File: config.mk
export PLATFORM = sky130hd
export DESIGN_NAME = robs_control_unit
export DESIGN_NICKNAME = d
export VERILOG_FILES = /design/src/rtl/robs_pkg.sv /design/src/rtl/robs_ctrl_decode.sv /design/src/rtl/robs_control_unit.sv
export SDC_FILE = /design/constraint.sdc
export NUM_CORES = 1
export LEC_CHECK = 0
export CAP_MARGIN = 10
export CORE_AREA = 2 2 39 41
export CTS_CLUSTER_SIZE = 20
export DETAILED_ROUTE_END_ITERATION = 12
export DIE_AREA = 0 0 41 43
export PLACE_DENSITY = 0.74
export SYNTH_ARGS = -nofsm -noshare
export SYNTH_HDL_FRONTEND = slang
export SYNTH_SLANG_ARGS = --single-unit
File: constraint.sdc
create_clock -name clk -period 3.55 [get_ports clk]
set_input_delay 0.5325 -clock clk [delete_from_list [all_inputs] [get_ports clk]]
set_output_delay 0.5325 -clock clk [all_outputs]
set_load 0.005 [all_outputs]
File: src/rtl/robs_pkg.sv
// Shared types and constants for the Robertson multiplier control path.
package robs_pkg;

  localparam int CW = 15;

  // Sequencer states; one full multiplication walks INIT..DONE once.
  typedef enum logic [3:0] {
    IDLE  = 4'd0,
    INIT  = 4'd1,
    LOADR = 4'd2,
    COUNT = 4'd3,
    TEST  = 4'd4,
    ADD   = 4'd5,
    SUB   = 4'd6,
    SHIFT = 4'd7,
    WB    = 4'd8,
    STORE = 4'd9,
    DONE  = 4'd10
  } state_t;

  // Control word bit positions.
  localparam int C_LOAD_Y      = 0;
  localparam int C_CNT_RST     = 1;
  localparam int C_CLR_A       = 2;
  localparam int C_LOAD_X      = 3;
  localparam int C_RH_SEL_LO   = 4;
  localparam int C_RH_SEL_HI   = 5;
  localparam int C_RL_SEL      = 6;
  localparam int C_X_SEL       = 7;
  localparam int C_LOAD_RH     = 8;
  localparam int C_LOAD_RL     = 9;
  localparam int C_ADDSUB      = 10;
  localparam int C_SHIFT_ARITH = 11;
  localparam int C_SHIFT_EN    = 12;
  localparam int C_CNT_DEC     = 13;
  localparam int C_LOAD_A      = 14;

  // rh mux select encodings.
  localparam logic [1:0] RH_A   = 2'd0;
  localparam logic [1:0] RH_SR  = 2'd1;
  localparam logic [1:0] RH_ALU = 2'd2;

  localparam logic ADDSUB_ADD = 1'b1;

endpackage

File: src/rtl/robs_ctrl_decode.sv
// Combinational decode of the sequencer state into the datapath control word.
module robs_ctrl_decode
  import robs_pkg::*;
(
  input  state_t          state_i,
  output logic [CW-1:0]   c_o
);

  // Every bit defaults to 0; each state raises only the controls it needs.
  always_comb begin
    c_o = '0;
    case (state_i)
      INIT: begin
        c_o[C_LOAD_Y]  = 1'b1;
        c_o[C_CNT_RST] = 1'b1;
        c_o[C_CLR_A]   = 1'b1;
        c_o[C_LOAD_X]  = 1'b1;
        c_o[C_X_SEL]   = 1'b0;  // x takes the multiplier operand
      end
      LOADR: begin
        // rh <- a (just cleared), rl <- x: r = {0, multiplier}
        c_o[C_LOAD_RH] = 1'b1;
        c_o[C_LOAD_RL] = 1'b1;
      end
      COUNT: c_o[C_CNT_DEC] = 1'b1;
      ADD: begin
        c_o[C_RH_SEL_HI:C_RH_SEL_LO] = RH_ALU;
        c_o[C_LOAD_RH]               = 1'b1;
        c_o[C_ADDSUB]                = ADDSUB_ADD;
      end
      SUB: begin
        // Last iteration subtracts: the multiplier's sign bit has negative weight.
        c_o[C_RH_SEL_HI:C_RH_SEL_LO] = RH_ALU;
        c_o[C_LOAD_RH]               = 1'b1;
        c_o[C_ADDSUB]                = ~ADDSUB_ADD;
      end
      SHIFT: begin
        c_o[C_SHIFT_EN]    = 1'b1;
        c_o[C_SHIFT_ARITH] = 1'b1;
      end
      WB: begin
        c_o[C_RH_SEL_HI:C_RH_SEL_LO] = RH_SR;
        c_o[C_RL_SEL]                = 1'b1;
        c_o[C_LOAD_RH]               = 1'b1;
        c_o[C_LOAD_RL]               = 1'b1;
      end
      STORE: begin
        c_o[C_LOAD_A] = 1'b1;
        c_o[C_LOAD_X] = 1'b1;
        c_o[C_X_SEL]  = 1'b1;   // x takes the low half of r
      end
      default: c_o = '0;
    endcase
  end

endmodule

File: src/rtl/robs_control_unit.sv
// Moore sequencer driving the Robertson datapath through one signed multiply.
module robs_control_unit
  import robs_pkg::*;
#(
  parameter int WIDTH = 8,
  parameter int CW_P  = 15
) (
  input  logic            clk,
  input  logic            reset,
  input  logic            start,
  input  logic            zr,
  input  logic            zq,
  output logic [CW-1:0]   c,
  output logic            busy,
  output logic            done
);

  // zq is a mod-8 test on the counter, so only 8-bit operands make sense.
  if (WIDTH != 8) begin : g_bad_width
    $error("robs_control_unit: WIDTH must be 8");
  end
  if (CW_P != CW) begin : g_bad_cw
    $error("robs_control_unit: control word width must be 15");
  end

  state_t state_q, state_d;

  // State register with synchronous reset back to IDLE.
  always_ff @(posedge clk) begin
    if (reset) state_q <= IDLE;
    else       state_q <= state_d;
  end

  // Next-state and handshake outputs; unknown encodings fall back to IDLE.
  always_comb begin
    state_d = IDLE;
    busy    = (state_q != IDLE);
    done    = (state_q == DONE);
    case (state_q)
      IDLE:  state_d = start ? INIT : IDLE;
      INIT:  state_d = LOADR;
      LOADR: state_d = COUNT;
      COUNT: state_d = TEST;
      TEST: begin
        if (zr)      state_d = SHIFT;
        else if (zq) state_d = SUB;
        else         state_d = ADD;
      end
      ADD:   state_d = SHIFT;
      SUB:   state_d = SHIFT;
      SHIFT: state_d = WB;
      // Counter is untouched between TEST and WB, so zq still marks the 8th pass.
      WB:    state_d = zq ? STORE : COUNT;
      STORE: state_d = DONE;
      DONE:  state_d = IDLE;
      default: begin
        state_d = IDLE;
        busy    = 1'b0;
        done    = 1'b0;
      end
    endcase
  end

  robs_ctrl_decode u_decode (
    .state_i (state_q),
    .c_o     (c)
  );

endmodule
==> flow_results.org, run 1 <==
** Synth
- Summing every instance area after synthesis gives 440 um^2.
- After synthesis the netlist holds a flip-flop and latch count of 4.
- Of all flip-flops after synthesis, the portion carrying an async set or reset was 0%.
- Of the synthesized area, sequential elements account for 18.2%.
- Synthesized area divided by synthesized cell count :: 8.01 um^2
- After synthesis, the largest family of logic cells by area is simple AND/OR/NAND/NOR gates.
- The synthesized netlist devotes 15.6% of its cell area to compound gates.
- For this run, the number of Yosys warnings is 0.
- When the netlist entered floorplanning its net count stood at 60.
- Yosys cell types :: 27
- Area share of and/or/nand/nor cells after synthesis :: 41.2%
- Among all flip-flop cells after synthesis, the most frequent one is sky130_fd_sc_hd__dfxtp_1.
- Number of enable flip-flop cells after synthesis :: 0
- After Yosys synthesis, XOR and XNOR cells account for 3.98% of the synthesized area.
- Of the total synthesized cell area, the portion taken by full adders, half adders and majority gates is 0%.
- Synthesized instance count :: 55
- In the synthesized netlist, mux cells make up 0% of the area.

** Run status
- Result of the run :: finished clean

** Die
- Number of standard-cell rows in the floorplan :: 14
- The floorplan step set the die height to 43 um.
- 22 I/O pins were placed.
- Initial cell density of the core :: 31.8%
- The region available for standard cell placement spans 1380 um^2.
- Die Outline Area :: 1760 um^2
- Die outline width :: 41 um

** Clock tree
- After clock tree synthesis, the flow added hold-fix buffers numbering 0.
- Clock insertion delay at the later pin of the skew report :: 230 ps
- Setup Fix Bufs, Post-CTS :: 0
- No sink is reached through more buffers than the 2 on the longest clock path.
- After clock tree synthesis, the repair step resized 0 gates.
- The tree is rooted in a sky130_fd_sc_hd__clkbuf_4.
- After clock tree synthesis, the clock-pin slew on the worst setup and hold paths is 30 ps.
- TritonCTS created 3 clock buffers.
- TritonCTS built the clock tree.
- CTS built an H-tree with a depth of 1.
- Sinks on Clock Net :: 4

** Detailed routing
- In the final routing, the length of wire on met1 measures 399 um.
- Final wirelength :: 865 um
- In the final routed layout, each cell accounts on average for 10.3 um.
- In the detailed route, the total length drawn on met3 is 79 um.
- Amount of wire on met2 after detailed routing :: 374 um
- For this run, design rule violations remaining after detail routing come to 0.
- Vias per inst :: 4.79
- Uppermost layer routed :: met4
- The first routing iteration left 6 violations.
- The count of nets left with antenna violations once routing finished came out at 0.
- The pre-antenna-repair detailed-routing pass consisted of 4 iterations.
- The final route contains 402 vias.

** Cells and area
- The net count of the finished layout is 75.
- Registers take 80.1 um^2.
- Register with the most flip-flops :: state_q
- Cells with a size suffix above 1 make up 13.2% of the layout.
- The count of cells in the finished layout, fillers not included, comes to 84.
- The repair_antennas step left the layout with diodes totalling 0.
- In the final layout, the registers with the most flip-flops are state_q x4.
- Post-route cell area :: 604 um^2
- The layout has 163 filler cells.
- The register with the most flip-flops in the layout has 4 of them.
- In the final layout, the multi-input gates occupy 268 um^2.
- The area growth from synthesis to layout is 37.2%.

** Setup path
- Family of cells with the greatest summed delay on the critical path :: flip-flops
- Walking the worst path, the cells encountered are and4bb_4 -> nor3_2 -> inv_1 -> clkdlybuf4s50_1.
- Critical Path Start Type :: register
- Crit-path max cell delay :: 690 ps
- Type of destination of the critical path :: output pin
- Endpoint arrival time on the critical path :: 1960 ps
- Worst R2R Start :: state_q[3]$_SDFF_PP0_
- The slowest stage of the critical path is the sky130_fd_sc_hd__dfxtp_1 cell.
- Along the worst path, the maximum fanout reaches 19.
- Critical path class :: register to output pin
- Tracing the worst setup path back leads to its startpoint at state_q[3]$_SDFF_PP0_.
- The critical path contains buffers and inverters numbering 2 combined.
- Critical Path RT :: 3020 ps

** STA
- Fin crit share :: 70.2%
- RSZ-0062 raised after global routing :: no
- Final min period :: 2490 ps
- Post-Route Skew :: 0.538 ps
- In this run the tightest slew margin relative to its limit is 59.2%.
- The number of max-slew violations in the final report came to 0.
- Count of endpoints failing setup in the final report :: 0
- For the pin with the worst max-slew slack, the measured transition is 612 ps.
- In the final timing run, aggregate negative setup slack is 0 ps.
- Based on the critical path, the design can be clocked at up to 401 MHz.
- The total count of hold-check failures in the final report was 0.

** Placed design
- Port bufs :: 21
- Area after detailed placement :: 582 um^2
- The wire-length estimate of the detail-placed layout is 663 um.
- Placed cell count :: 81
- Routability-driven placement finished with a final weighted congestion of 0.686.

** Power
- Maximum vdd ir drop :: 0.000168 V
- The analysis attributes to cell leakage a power of 0.000216 uW.
- Power density relative to cell area :: 310 nW/um^2

** Worst hold path
- Path category of the worst min-delay check :: register to register
- Min-delay src :: state_q[0]$_SDFF_PP0_

** GRT
- Wire length of the first global-routing pass :: 1400 um
- The number of antenna violations at the first check in global routing was 0.
- Entering global routing, the biggest net connects 20 pins.
- Total routing usage reported by global routing :: 11.6%
- Summed over all layers, the global routing overflow is 0.
- The via count of the first global-routing pass is 314.

** Flow run
- Across the run, the number of max-cap violations was 0.
-- cell families (layout without fill, tap and decap cells) --
family                 Yosys count  count (layout)
XOR/XNOR                         2               2
AO/OA/AOI/OAI                   11              11
AND/OR/NAND/NOR                 26              26
flip-flops                       4               4
buffers and inverters           12              25
-- layout by cell type (no fill, tap or decap), drive strengths merged, types with 2 or more instances in the layout --
cell type and instances:
clkdlybuf4s50 21, a21oi 5, clkbuf 3, dfxtp 4, nor2 7, nand2b 5, o21ai 3, nor3b 2
nor3 5
-- synthesized netlist by cell type (2+ instances only) --
library cell	instances	share of area, %
sky130_fd_sc_hd__nor2_1	7	6.0
sky130_fd_sc_hd__buf_4	6	10
sky130_fd_sc_hd__nand2b_1	5	7.1
sky130_fd_sc_hd__a21oi_1	4	4.5
sky130_fd_sc_hd__dfxtp_1	4	18
sky130_fd_sc_hd__nor3_1	4	4.5
sky130_fd_sc_hd__buf_6	3	7.7
sky130_fd_sc_hd__buf_2	2	2.3
sky130_fd_sc_hd__o21ai_0	2	2.3
-- layer usage --
| layer | vias to the layer above | global-route usage (%) |
|---|---|---|
| met5 | - | 0 |
| met4 | 0 | 10.0 |
| met3 | 2 | 1.57 |
| met2 | 21 | 14.7 |
| met1 | 170 | 16.3 |
| li1 | 209 | - |
-- path summary, 6_finish.rpt --
kind                           end  slack, ps  cells after the start
min          state_q[3]$_SDFF_PP0_        710                      2
max reg2reg  state_q[0]$_SDFF_PP0_       2130                      3
min reg2reg  state_q[3]$_SDFF_PP0_        710                      2
max                           c[8]       1060                      4
-- report_power, final --
part	total (uW)	switching, uW	internal, uW
logic	68.1	23.3	44.8
registers	65.8	16.3	49.5
clock network	53.5	15.9	37.6
-- layout make-up --
cell class	instances	share of cell area (%)
sequential	4	13.3
multi-input combinational	39	44.3
clock buffer	3	3.73
inverter	1	0.621
tap	16	3.31
timing repair buffer	21	34.8
-- worst min-delay path: cells and delay by family, from the launching register on --
family | cells | cell delay, ps
AO/OA/AOI/OAI | 2 | 220
flip-flops | 1 | 440
-- per-stage QoR --
| step | setup slack, ps | util (%) | total power [uW] | hold slack [ps] |
|---|---|---|---|---|
| finish | 1060 | 43.7 | 187 | 713 |
| global route | 932 | 43.7 | 204 | 755 |
| CTS | 1050 | 43.7 | 192 | 717 |
| detailed placement | 1300 | 42.0 | 136 | 709 |
| global placement | 1360 | 42.0 | 134 | 694 |
| floorplan | 1910 | - | 109 | 595 |
Note: power is estimated with default switching activity, not from simulation.
==> run 2, diff against run 1 <==
Clock period 3.55 ns to 2.4 ns, I/O delays scaled along.
==> flow_results.org, run 2 (synthesized netlist as in run 1, its figures left out) <==
** STA
- Slew @ Worst Pin :: 583 ps (was 612 ps)
- Slew HR :: 61.1% (was 59.2%)
- RSZ-0062 raised after global routing :: no (unchanged)
- After layout, the minimum clock period comes to 2210 ps.
- The number of max-slew violations in the final report is 0 (unchanged).
- TNS Setup :: 0 ps (unchanged)
- The clock skew after layout is 0.786 ps (was 0.538 ps).
- Worst path setup slack after routing :: 193 ps (was 1060 ps)
- The total of endpoints with negative setup slack in the final report is 0 (unchanged).
- Fin crit share :: 92.0%
- Max Clock Freq :: 453 MHz
- Number of endpoints with negative hold slack in the final report :: 0 (unchanged)

** Flow run
- The max-cap check violation count came to 0 (unchanged).

** Power
- Internal Dissipation :: 196 uW (was 132 uW)
- The power share of the sequential group is 34.5% (was 35.1%).
- Maximum vdd ir drop :: 0.000309 V (was 0.000168 V)
- Proportion of power drawn by combinational gates :: 36.0% (was 36.3%)
- Relative contribution of the clock network to total power :: 29.6% (was 28.5%)
- Proportion of total power due to net switching :: 30.5% (was 29.6%)
- The net switching component of the power came to 86.0 uW (was 55.5 uW).
- The leakage power came to 0.000222 uW (was 0.000216 uW).
- Power density relative to cell area :: 460 nW/um^2 (was 310 nW/um^2)

** Clock tree
- The hold buffer count at cts is 0 (unchanged).
- Setup Fix Bufs, Post-CTS :: 0 (unchanged)
- The clock tree root driver cell was sky130_fd_sc_hd__clkbuf_4 (unchanged).
- The source-to-sink clock delay at the later pin of the worst-skew pair was 230 ps (about the same).
- Clock tree from TritonCTS :: built (unchanged)
- The total clock sinks is 4 (unchanged).
- Cts bufs inserted :: 3 (unchanged)
- The number of instances resized during post-cts repair came to 0 (unchanged).
- The maximum clock insertion buffer count came to 2 (unchanged).
- Maximum level of the CTS H-tree :: 1 (unchanged)
- Clock transition at the register clock pins on the worst setup and hold paths after CTS :: 40 ps (was 30 ps)

** Worst hold path
- Path category of the worst min-delay check :: register to register (unchanged)
- Min-delay src :: state_q[0]$_SDFF_PP0_ (unchanged)
- Number of cells on the worst hold path :: 2 (unchanged)
- The worst hold endpoint is state_q[3]$_SDFF_PP0_ (unchanged).

** Setup path
- The reg-to-reg critical path endpoint is state_q[0]$_SDFF_PP0_ (unchanged).
- R2r setup slk :: 1110 ps (was 2130 ps)
- Crit path max-delay cell type :: sky130_fd_sc_hd__dfxtp_1 (unchanged)
- The classification of the worst setup path is register to output pin (unchanged).
- The kind of launch point of the worst setup path was a register (unchanged).
- Endpoint arrival time on the critical path :: 1850 ps (was 1960 ps)
- The required time of the worst setup path was 2040 ps (was 3020 ps).
- Worst path cell trace: and4bb_4 -> nor3_2 -> inv_1 -> clkdlybuf4s50_1 (unchanged).
- Count of cells along the worst register-to-register path :: 3 (unchanged)
- The startpoint of the most critical register-to-register path is state_q[1]$_SDFF_PP0_ (was state_q[3]$_SDFF_PP0_).
- Type of destination of the critical path :: output pin (unchanged)
- The highest cell delay on the worst timing path is 680 ps (was 690 ps).
- Max FO, Critical Path :: 18 (was 19)

** Cells and area
- The top register by number of flip-flops is state_q (unchanged).
- Top Registers :: state_q x4 (unchanged)
- The sequential cell area is 80.1 um^2 (unchanged).
- The number of antenna repair diodes is 0 (unchanged).
- Leading cell type in the layout, fill and taps excluded :: sky130_fd_sc_hd__clkdlybuf4s50_1 (unchanged)
- The number of flip-flops in the largest register is 4 (unchanged).
- The final-stage net count is 76 (was 75).
- The share of layout cells above drive strength 1 was 14.5% (was 13.2%).
- The filler-free cell count of the finished design is 85 (was 84).
- The filler cell count was 143 (was 163).
- Leading cell types in the layout, fill and taps excluded: sky130_fd_sc_hd__clkdlybuf4s50_1, sky130_fd_sc_hd__nor2_1, sky130_fd_sc_hd__nand2b_1 (unchanged).
- Area of combinational cells with multiple inputs :: 268 um^2 (unchanged)
- Post-synthesis to final-layout area growth :: 38.9% (was 37.2%)

** GRT
- The final global-route overflow total came to 0 (unchanged).
- The number of antenna violations at the first check in global routing is 0 (unchanged).
- The via count of the first global-routing pass came to 333 (was 314).
- Wire length of the first global-routing pass :: 1330 um (was 1400 um)
- The maximum number of pins on one net before global-route repair is 19 (was 20).
- The total routing resource utilization after global routing was 10.9% (was 11.6%).

** Detailed routing
- Average wire per standard cell :: 9.82 um (was 10.3 um)
- The number of detailed-route iterations in the first pass is 4 (unchanged).
- Final wirelength :: 835 um (was 865 um)
- The routed via count divided by cell count was 4.93 (was 4.79).
- The number of DRC markers in iteration 0 was 4 (was 6).
- The number of vias after detailed routing was 419 (was 402).
- The remaining antenna violation count after routing is 0 (unchanged).
- Post-route DRC :: 0 (unchanged)

** Placed design
- The number of input and output port buffers inserted is 21 (unchanged).
- Pre-CTS setup slack :: 419 ps (was 1300 ps)
- GPL Wtd Cong :: 0.692 (was 0.686)
- The half-perimeter wire length after placement was 633 um (was 663 um).
- Placed cell count :: 82 (was 81)

** Die
- The placeable core region is 1380 um^2 (unchanged).
- The height of the chip came to 43 um (unchanged).
- Number of standard-cell rows in the floorplan :: 14 (unchanged)
- Die outline width :: 41 um (unchanged)
- The initial cell density of the core came to 31.8% (unchanged).
- The full die area came to 1760 um^2 (unchanged).
- The number of primary I/O pins came to 22 (unchanged).

** Run status
- Result of the run :: finished clean (unchanged)
-- run 2: cell types whose count changed in the layout (fill, tap and decap cells not counted), sizes merged --
cell | before | now
buf | 0 | 1
-- run 2: final cells by class --
| cell class | instances | area share (%) |
|---|---|---|
| Multi-Input combinational cell | 39 | 43.8 |
| Timing Repair Buffer | 22 | 35.6 |
| Sequential cell | 4 | 13.1 |
| Clock buffer | 3 | 3.68 |
| Tap cell | 16 | 3.27 |
| Inverter | 1 | 0.613 |
-- run 2: metrics by stage --
stage	util, %	total power (uW)	area (um^2)	hold WS [ps]
global route	44.2	302	612	777
CTS	44.2	286	612	683
detailed placement	42.6	200	589	676
global placement	42.6	199	589	667
finish	44.2	282	612	686
floorplan	-	161	440	422
-- run 2: critical path, delay by kind of cell (launching register included) --
kind / cells / cell delay, ps
buffers and inverters: 2 / 540
flip-flops: 1 / 680
AND/OR/NAND/NOR: 2 / 390
-- run 2: worst max-delay path by stage --
stage,depth (start not counted),slack (ps),to,start
5_1_grt,3,30,c[1],state_q[0]$_SDFF_PP0_
6_report,4,190,c[8],state_q[2]$_SDFF_PP0_
3_3_place_gp,4,420,c[8],state_q[2]$_SDFF_PP0_
4_1_cts,4,160,c[8],state_q[2]$_SDFF_PP0_
3_5_place_dp,4,420,c[8],state_q[2]$_SDFF_PP0_
2_1_floorplan,4,930,c[1],state_q[1]$_SDFF_PP0_
-- run 2: per-layer routing --
layer  up-vias  share of wire, %  global-route usage (%)
met3         2               7.4                    1.57
met5         -                 0                       0
met4         0               1.7                    8.00
li1        213                 -                       -
met1       185                46                    14.4
met2        19                44                    15.3
-- run 2: power groups by stage --
stage,Sequential [uW],Clock (uW),Combinational (uW)
after global routing,99.7,88.8,114
after floorplan,81.2,0,79.9
final,97.1,83.2,101
after detailed placement,97.9,0,102
after CTS,96.9,87.1,102
after global placement,97.2,0,101
